[config.mk]
export PLATFORM = sky130hd
export DESIGN_NAME = zynq_ps_regbank
export DESIGN_NICKNAME = d
export VERILOG_FILES = /design/src/rtl/zynq_ps_regbank.sv
export SDC_FILE = /design/constraint.sdc
export NUM_CORES = 1
export LEC_CHECK = 0
export BUFFER_PORTS_ARGS = -buffer_cell sky130_fd_sc_hd__buf_2
export CAP_MARGIN = 30
export CORE_AREA = 2 2 238 240
export DETAILED_ROUTE_END_ITERATION = 10
export DIE_AREA = 0 0 240 242
export SKIP_LAST_GASP = 1
export SYNTH_ARGS = -nofsm -noshare
export SYNTH_HDL_FRONTEND = slang
export SYNTH_SLANG_ARGS = --single-unit
export TNS_END_PERCENT = 1
[constraint.sdc]
create_clock -name ps_clk -period 3 [get_ports ps_clk]
set_clock_uncertainty 0.2 [all_clocks]
set_input_delay 0.3 -clock ps_clk [delete_from_list [all_inputs] [get_ports ps_clk]]
set_output_delay 0.3 -clock ps_clk [all_outputs]
set_load 0.01 [all_outputs]
[src/rtl/zynq_ps_regbank.sv]
// PS<->PL register bank: RW control, RO status, clear-on-read events with irq,
// and a buffer-lock handshake that write-protects a PL buffer for PS readout.
module zynq_ps_regbank #(
    parameter int DATA_W   = 32,
    parameter int NUM_CTRL = 8,
    parameter int NUM_STAT = 8,
    parameter int EVT_W    = 8,
    parameter int ADDR_W   = $clog2(NUM_CTRL + NUM_STAT + 2)
) (
    input  logic                         ps_clk,
    input  logic                         ps_rstn,
    input  logic                         wr_en,
    input  logic [ADDR_W-1:0]            wr_addr,
    input  logic [DATA_W-1:0]            wr_data,
    input  logic [DATA_W/8-1:0]          wr_strb,
    input  logic                         rd_en,
    input  logic [ADDR_W-1:0]            rd_addr,
    output logic [DATA_W-1:0]            rd_data,
    output logic                         rd_valid,
    output logic [NUM_CTRL*DATA_W-1:0]   ctrl_out,
    input  logic [NUM_STAT*DATA_W-1:0]   stat_in,
    input  logic [EVT_W-1:0]             evt_in,
    output logic                         irq,
    output logic                         buf_wp,
    input  logic                         buf_ready
);

    localparam int NB = DATA_W / 8;
    localparam logic [ADDR_W-1:0] LOCK_A = ADDR_W'(NUM_CTRL + NUM_STAT);
    localparam logic [ADDR_W-1:0] EVT_A  = ADDR_W'(NUM_CTRL + NUM_STAT + 1);

    typedef enum logic [1:0] {
        ST_IDLE   = 2'd0,
        ST_DRAIN  = 2'd1,
        ST_LOCKED = 2'd2
    } lock_state_t;

    logic [NUM_CTRL*DATA_W-1:0] ctrl_r;
    logic [DATA_W-1:0]          rd_data_r;
    logic                       rd_valid_r;
    logic [EVT_W-1:0]           evt_r;
    logic                       irq_r;
    logic                       buf_wp_r;
    lock_state_t                state_r;
    lock_state_t                state_next_s;
    logic [EVT_W-1:0]           evt_next_s;
    logic [DATA_W-1:0]          ctrl_sel_s;
    logic [DATA_W-1:0]          stat_sel_s;
    logic [DATA_W-1:0]          rd_mux_s;
    logic                       lock_wr_s;
    logic                       evt_clr_s;

    assign lock_wr_s = wr_en & (wr_addr == LOCK_A) & wr_strb[0];
    assign evt_clr_s = rd_en & (rd_addr == EVT_A);

    // Read mux: one-hot OR of the decoded sources, unmapped addresses fall through to zero
    always_comb begin
        ctrl_sel_s = {DATA_W{1'b0}};
        stat_sel_s = {DATA_W{1'b0}};
        for (int i = 0; i < NUM_CTRL; i++) begin
            ctrl_sel_s = ctrl_sel_s | ((rd_addr == ADDR_W'(i)) ?
                         ctrl_r[i*DATA_W +: DATA_W] : {DATA_W{1'b0}});
        end
        for (int i = 0; i < NUM_STAT; i++) begin
            stat_sel_s = stat_sel_s | ((rd_addr == ADDR_W'(NUM_CTRL + i)) ?
                         stat_in[i*DATA_W +: DATA_W] : {DATA_W{1'b0}});
        end
        rd_mux_s = ctrl_sel_s | stat_sel_s
                 | ((rd_addr == LOCK_A) ? DATA_W'({state_r == ST_LOCKED, buf_wp_r}) : {DATA_W{1'b0}})
                 | ((rd_addr == EVT_A)  ? DATA_W'(evt_r) : {DATA_W{1'b0}});
    end

    // Sticky events: a clearing read drops old bits, but same-cycle arrivals survive
    always_comb begin
        evt_next_s = (evt_clr_s ? {EVT_W{1'b0}} : evt_r) | evt_in;
    end

    // Lock handshake next-state; an abort write in DRAIN wins over buf_ready
    always_comb begin
        state_next_s = state_r;
        case (state_r)
            ST_IDLE: begin
                if (lock_wr_s && (wr_data[0] == 1'b1)) begin
                    state_next_s = ST_DRAIN;
                end else begin
                    state_next_s = ST_IDLE;
                end
            end
            ST_DRAIN: begin
                if (lock_wr_s && (wr_data[0] == 1'b0)) begin
                    state_next_s = ST_IDLE;
                end else if (buf_ready) begin
                    state_next_s = ST_LOCKED;
                end else begin
                    state_next_s = ST_DRAIN;
                end
            end
            ST_LOCKED: begin
                if (lock_wr_s && (wr_data[0] == 1'b0)) begin
                    state_next_s = ST_IDLE;
                end else begin
                    state_next_s = ST_LOCKED;
                end
            end
            default: state_next_s = ST_IDLE;
        endcase
    end

    // Control registers with per-byte write enables
    always_ff @(posedge ps_clk or negedge ps_rstn) begin
        if (!ps_rstn) begin
            ctrl_r <= {(NUM_CTRL*DATA_W){1'b0}};
        end else begin
            for (int i = 0; i < NUM_CTRL; i++) begin
                for (int b = 0; b < NB; b++) begin
                    if (wr_en && (wr_addr == ADDR_W'(i)) && wr_strb[b]) begin
                        ctrl_r[i*DATA_W + b*8 +: 8] <= wr_data[b*8 +: 8];
                    end
                end
            end
        end
    end

    // Registered read port, data forced to zero outside the valid pulse
    always_ff @(posedge ps_clk or negedge ps_rstn) begin
        if (!ps_rstn) begin
            rd_valid_r <= 1'b0;
            rd_data_r  <= {DATA_W{1'b0}};
        end else begin
            rd_valid_r <= rd_en;
            rd_data_r  <= rd_en ? rd_mux_s : {DATA_W{1'b0}};
        end
    end

    // Event register and interrupt, updated on the same edge
    always_ff @(posedge ps_clk or negedge ps_rstn) begin
        if (!ps_rstn) begin
            evt_r <= {EVT_W{1'b0}};
            irq_r <= 1'b0;
        end else begin
            evt_r <= evt_next_s;
            irq_r <= |evt_next_s;
        end
    end

    // Lock state and write-protect, which moves on the same edge as the state
    always_ff @(posedge ps_clk or negedge ps_rstn) begin
        if (!ps_rstn) begin
            state_r  <= ST_IDLE;
            buf_wp_r <= 1'b0;
        end else begin
            state_r  <= state_next_s;
            buf_wp_r <= (state_next_s != ST_IDLE);
        end
    end

    assign ctrl_out = ctrl_r;
    assign rd_data  = rd_data_r;
    assign rd_valid = rd_valid_r;
    assign irq      = irq_r;
    assign buf_wp   = buf_wp_r;

endmodule
After elaboration in Yosys (flattened, before gate mapping)
Cells that the tools add are included.
W data, S select, Z words.
- ROM bits: 0
- bits of input ports: 315
- logic and storage cells: 159
- memories: 0
- latch bits: 0
- bits in registers: 301
- output and inout port bits: 291
- RAM bits: 0
- bitwise logic cells: 22
- multiply operators: 0
- shift-type cells: 0
- $lt $le $gt $ge: 0
- reduce and logical (&&, ||, !) cells: 47
- add/subtract/negate cells: 0
- divide/modulo/power cells: 0
- muxes and demuxes: 25
- eq/ne operators: 27
- operators by type and width (operator ; count):
    $mux W32 ; 17
    $or A32 B32 Y32 ; 15
    $logic_and A1 B1 Y1 ; 42
    $eq A5 B3 Y1 const B ; 8
    $eq A5 B4 Y1 const B ; 8
    $or A32 B2 Y32 ; 1
    $or A32 B8 Y32 ; 1
    $eq A5 B2 Y1 const B ; 4
    $mux W8 ; 2
    $eq A5 B5 Y1 const B ; 3
    $eq A5 B1 Y1 const B ; 2
    $logic_not A5 Y1 ; 2
    $mux W2 ; 4
    $or A8 B8 Y8 ; 1
    $reduce_or A8 Y1 ; 1
    $pmux W2 S3 ; 1
    $and A1 B1 Y1 ; 3
    $eq A2 B1 Y1 const B ; 1
    $eq A2 B2 Y1 const B ; 1
    $logic_not A2 Y1 ; 1
    $reduce_bool A2 Y1 ; 1
    $mux W1 ; 1
    $not A1 Y1 ; 1

Logic depth before layout (Yosys ltp)
- word-level depth: 13
- mapped depth: 9
- mapped depth without buffers: 5

Worst setup path after synthesis
Ideal clock, no wire load.
- path kind: in2reg
- start point: input rd_addr[2]
- end point: register irq_r, in the netlist irq
- arrival: 1.786 ns
- setup slack: 0.876 ns
- required time: 2.662 ns
- library setup time: 0.138 ns
- path buffers: 2
- stages: 7
- path through: buf_2 nor2_1 and3_1 buf_4 nand2_2 a21o_1 or4b_1
- longest elaborated chain between the ends: 5
- ends and longest elaborated chain (what ; line ; source):
    from (decl) ; 17 ; input logic [ADDR_W-1:0] rd_addr,
    $eq A5 B5 Y1 ; 54 ; assign evt_clr_s = rd_en & (rd_addr == EVT_A);
    $and A1 B1 Y1 ; 54 ;
    $mux W8 ; 75 ; evt_next_s = (evt_clr_s ? {EVT_W{1'b0}} : evt_r) | evt_in;
    $or A8 B8 Y8 ; 75 ;
    net evt_next_s[6] ; 46 ; logic [EVT_W-1:0] evt_next_s;
    $reduce_or A8 Y1 ; 142 ; irq_r <= |evt_next_s;
    to (signal assigned) ; 142 ;
    to (decl) ; 42 ; logic irq_r;
The timed path passes the listed nets, and every way through them passes these cells.
A chain may end at the register's enable or synchronous reset.

Worst setup path after layout
- start point: input rd_addr[1]
- end point: register rd_data_r[12], in the netlist rd_data[12]
- longest elaborated chain between the ends: 13
- ends and longest elaborated chain (what ; line ; source):
    $eq A5 B1 Y1, or another cell as far along ; 61 ; ctrl_sel_s = ctrl_sel_s | ((rd_addr == ADDR_W'(i)) ?
    $mux W32, on equally long branches ; 61, 65 ;
    $or A32 B32 Y32, on equally long branches (7 in series) ; 61, 65 ;
    $or A32 B32 Y32 * ; 68 ; rd_mux_s = ctrl_sel_s | stat_sel_s
    $or A32 B2 Y32 * ; 69 ; | ((rd_addr == LOCK_A) ? DATA_W'({state_r == ST_LOCKED, buf_wp_r}) : {DATA_W{1'b0}})
    $or A32 B8 Y32 * ; 70 ; | ((rd_addr == EVT_A) ? DATA_W'(evt_r) : {DATA_W{1'b0}});
    $mux W32 * ; 131 ; rd_data_r <= rd_en ? rd_mux_s : {DATA_W{1'b0}};
    to (signal assigned) ; 128 ; rd_data_r <= {DATA_W{1'b0}};
    to (signal assigned) ; 131 ;
    to (decl) ; 39 ; logic [DATA_W-1:0] rd_data_r;
Every way passes the cells marked *; elsewhere a longest branch is shown, timed or not.

==> impl_summary.md <==
Yosys
The simple-gate share of the synthesized area is under 10%. In this run, synthesis inferred 0 flip-flops with an integrated enable. The largest family of logic cells by synthesized area is multiplexers. The xor/xnor cell area share of the yosys netlist is 0%. The number of distinct library cells after synthesis is 57. The compound-cell area share of the yosys netlist is between 10% and 20%. The area share of fa/ha/maj cells after synthesis is 0%. The synthesized netlist net count is approximately 1,500. The number of warnings printed during yosys synthesis is 0. The share of cell area taken by muxes after synthesis is 21.8%. The register area share after synthesis is between 50 and 60%. Summing every instance area after synthesis gives around 14,000 um2.

Averaged over all synthesized cells, the footprint is 12.4 um2. The most used flip-flop cell after synthesis is sky130_fd_sc_hd__dfrtp_1. Counting flops with an async set or reset pin after synthesis yields a share of 100%.

The register bit count reported by yosys is 301. The gate count of the mapped netlist is about 1,100.

Floorplanning
From left edge to right edge, the die measures approximately 240 um. Measured along the y axis, the die boundary spans 242 um. The die area is approximately 58,000 um2. The core area is about 56,000 um2. In this run the core area contains 87 standard-cell rows. For this design the top-level I/O count stands at approximately 600. The starting density of the core is between 20 and 30%.

Detailed routing
The number of DRC violations after detailed routing is 2. For this block, the routed nets add up to 77,200 um of wire. The mean number of vias per cell is 5.36. In the final routed layout, each cell accounts on average for roughly 28 um. In the final routing, the length of wire on met1 measures 31,300 um. The final route contains roughly 15,000 vias.

The number of DRC violations after detailed-routing iteration 0 is between 1,000 and 1,500. The count of nets left with antenna violations once routing finished came out at 0. The highest metal layer carrying signal wires in the routed design is met5. The routed length on met2 is roughly 36,000 um. Wire segments on met3 add up to between 6000 and 7000 um in the final route. The number of iterations in the first detailed-routing pass is 10.

Global route
The global-route wire length before repair is ~110,000 um. The number of global-route vias before repair is about 15,000. Entering global routing, the biggest net connects 89 pins.

The number of antenna violations at the first check in global routing is 7. The total global routing overflow is 0. The overall global routing resource usage is 25.7%.

Clocking
The clock root buffer master is sky130_fd_sc_hd__clkbuf_16. The clock tree from TritonCTS is done. The clock passes through at most 3 buffers. The clock latency on the worst-skew pair is 0.53 ns. In this run the number of H-tree levels came out at 2. The clock net in this run drives a total of ~300 sinks. The total clock buffers created by CTS is 36. The clock transition at the registers of the reported paths is ~0.06 ns.

STA
Once routing completed, OpenROAD measured the worst setup slack at -0.0221 ns. The final-report setup violation count is 1. The maximum achievable frequency is 0.331 GHz. The setup TNS after final layout is -0.0221 ns. The number of hold violations in the final report is 0. For the pin with the worst max-slew slack, the measured transition is between 0.7 and 0.8 ns. After layout, the worst path uses 101% of the clock period. For the finished layout, the period the worst path requires is ~3 ns. Setup repair after global routing could not meet its margin everywhere. In this run the tightest slew margin relative to its limit is ~47%.

The count of pins over their slew limit is 0.

Worst setup path
The worst-path maximum fanout is 13. The required time of the critical path is approximately 3.3 ns. The type of the setup path with the least slack is in -> reg. The signal arrival time at the worst endpoint is 3.28 ns. The nature of the critical path endpoint is a register. For this design, the slowest cell found on the critical path is sky130_fd_sc_hd__nor2_4.

In this design, the stage delay of the slowest critical-path cell is slightly below 0.6 ns. Traced cell by cell, the critical path runs through buf_2 -> nand2_1 -> nor2_4 -> buf_12 -> a22oi_1 -> dlygate4sd3_1 -> nand2_1 -> dlygate4sd3_1 -> o31a_1. The startpoint type of the worst setup path is an input port.

Run status
The run finished, with violations left. The final reports fail on design-rule violations, negative setup slack.

Cells and area
Of the cells placed in the final design, the portion with a size suffix greater than 1 is 51.6%. The final core utilization is between 30% and 40%. The synthesis-to-layout area growth is 51.1%. After the last flow step, the layout net total stands at between 2,000 and 2,500. In the layout the commonest cells are 604 x sky130_fd_sc_hd__buf_2, 301 x sky130_fd_sc_hd__dfrtp_1, 257 x sky130_fd_sc_hd__mux2_2. The most frequent standard cell in the layout excluding fill and tap cells is sky130_fd_sc_hd__buf_2. The total non-filler cell area in the finished layout is approximately 22,000 um2.

Placed design
The standard cell area after detailed placement is around 19,000 um2. The weighted congestion reported at the end of routability-driven placement is approximately 0.94. The half-perimeter wire length after placement is approximately 56,000 um. The number of port buffers is a little over 600.

Power
The total power per unit cell area is between 500 and 600 nW/um2. Summed over all cells, the static leakage comes to between 10 and 15 nW. The maximum vdd ir drop is between 0.3 and 0.4 mV.

Min path
The path category of the worst min-delay check is in -> reg.

Job
Across the run, the number of max-cap violations was 0.
cell families (layout without fill, tap and decap cells):
family / count (synthesis) / after routing
DFF: 301 / 301
AOI/OAI and AO/OA: 285 / 285
muxes: 278 / 278
and+or+nand+nor: 214 / 214
buffers and inverters: 70 / 909
other: 0 / 4
worst max-delay path: cells and delay by family:
family | cells | cell delay (ns)
AND/OR/NAND/NOR | 3 | 1.04
buffers and inverters | 4 | 1.70
AO/OA/AOI/OAI | 2 | 0.21
cell type report:
| class | instances | area, um2 |
|---|---|---|
| Antenna cell | 4 | 10.0 |
| Fill cell | 5483 | 34200 |
| Timing Repair Buffer | 850 | 5430 |
| Inverter | 1 | 3.75 |
| Multi-Input combinational cell | 777 | 6530 |
| Sequential cell | 301 | 7530 |
| Clock inverter | 7 | 92.6 |
| Tap cell | 756 | 946 |
| Clock buffer | 51 | 1020 |
state kept, by name (all words and copies together) (netlist names):
signal and count:
evt_r 8, buf_wp 1, rd_data 32, ctrl_out 256, state_r 2, irq 1, rd_valid 1
layer usage:
metal  GRT usage (%)  vias up
li1                -     6102
met2            42.2      981
met3            5.59      228
met4            10.1        2
met1            33.0     7420
met5               0        -
power by group:
group | switching, mW | leakage, nW | total, mW | internal [mW]
clock | 1.71 | 0.533 | 4.23 | 2.52
sequential | 0.481 | 3.97 | 5.04 | 4.56
combinational | 1.12 | 6.54 | 2.20 | 1.08
Yosys cell counts (7+ instances only):
cell type	n	area, um2
sky130_fd_sc_hd__a2111oi_0	11	96.3
sky130_fd_sc_hd__a21o_1	8	60.1
sky130_fd_sc_hd__a21oi_1	7	35.0
sky130_fd_sc_hd__a221oi_1	8	70.1
sky130_fd_sc_hd__a22o_1	11	96.3
sky130_fd_sc_hd__a22oi_1	183	1370
sky130_fd_sc_hd__and2_1	9	56.3
sky130_fd_sc_hd__and3_1	39	244
sky130_fd_sc_hd__buf_2	22	110
sky130_fd_sc_hd__clkbuf_1	39	146
sky130_fd_sc_hd__dfrtp_1	301	7530
sky130_fd_sc_hd__mux2_2	257	2890
sky130_fd_sc_hd__mux2i_1	19	190
sky130_fd_sc_hd__nand2_1	75	282
sky130_fd_sc_hd__nand3_1	12	60.1
sky130_fd_sc_hd__nand4_1	16	100
sky130_fd_sc_hd__nor2_1	21	78.8
sky130_fd_sc_hd__o31a_1	20	175
repair_timing:
| item | CTS | global route |
|---|---|---|
| gates resized for setup | 0 | 1 |
| endpoints found under the hold margin | 377 | 0 |
| setup buffers | 0 | 3 |
| hold buffers | 161 | 0 |
| endpoints found under the setup margin | 0 | 4 |
worst paths after layout:
check	start	end	slack [ns]	depth (start not counted)
hold reg to reg	evt_r[7]$_DFF_PN0_	evt_r[7]$_DFF_PN0_	0.30	1
max in group asynchronous	ps_rstn	ctrl_out[121]$_DFFE_PN0P_	1.56	3
setup / recovery	rd_addr[1]	rd_data[12]$_DFF_PN0_	-0.02	9
hold / removal	stat_in[154]	rd_data[26]$_DFF_PN0_	0.05	4
setup reg to reg	ctrl_out[179]$_DFFE_PN0P_	rd_data[19]$_DFF_PN0_	0.51	5
min in group asynchronous	ps_rstn	ctrl_out[82]$_DFFE_PN0P_	0.21	2
stage by stage:
| stage | hold slack, ns | power (mW) | std cells | setup WS [ns] |
|---|---|---|---|---|
| 6_report | 0.0514 | 11.5 | 2747 | -0.0221 |
| 5_1_grt | 0.0276 | 11.9 | 2745 | -0.0688 |
| 4_1_cts | 0.00171 | 11.5 | 2740 | 0.0688 |
| 3_5_place_dp | 0.205 | 7.13 | 2521 | 0.0770 |
| 3_3_place_gp | 0.200 | 7.09 | 2520 | -0.00412 |
| 2_1_floorplan | -0.196 | 5.79 | 1148 | 0.876 |
Note: power is estimated with default switching activity, not from simulation.
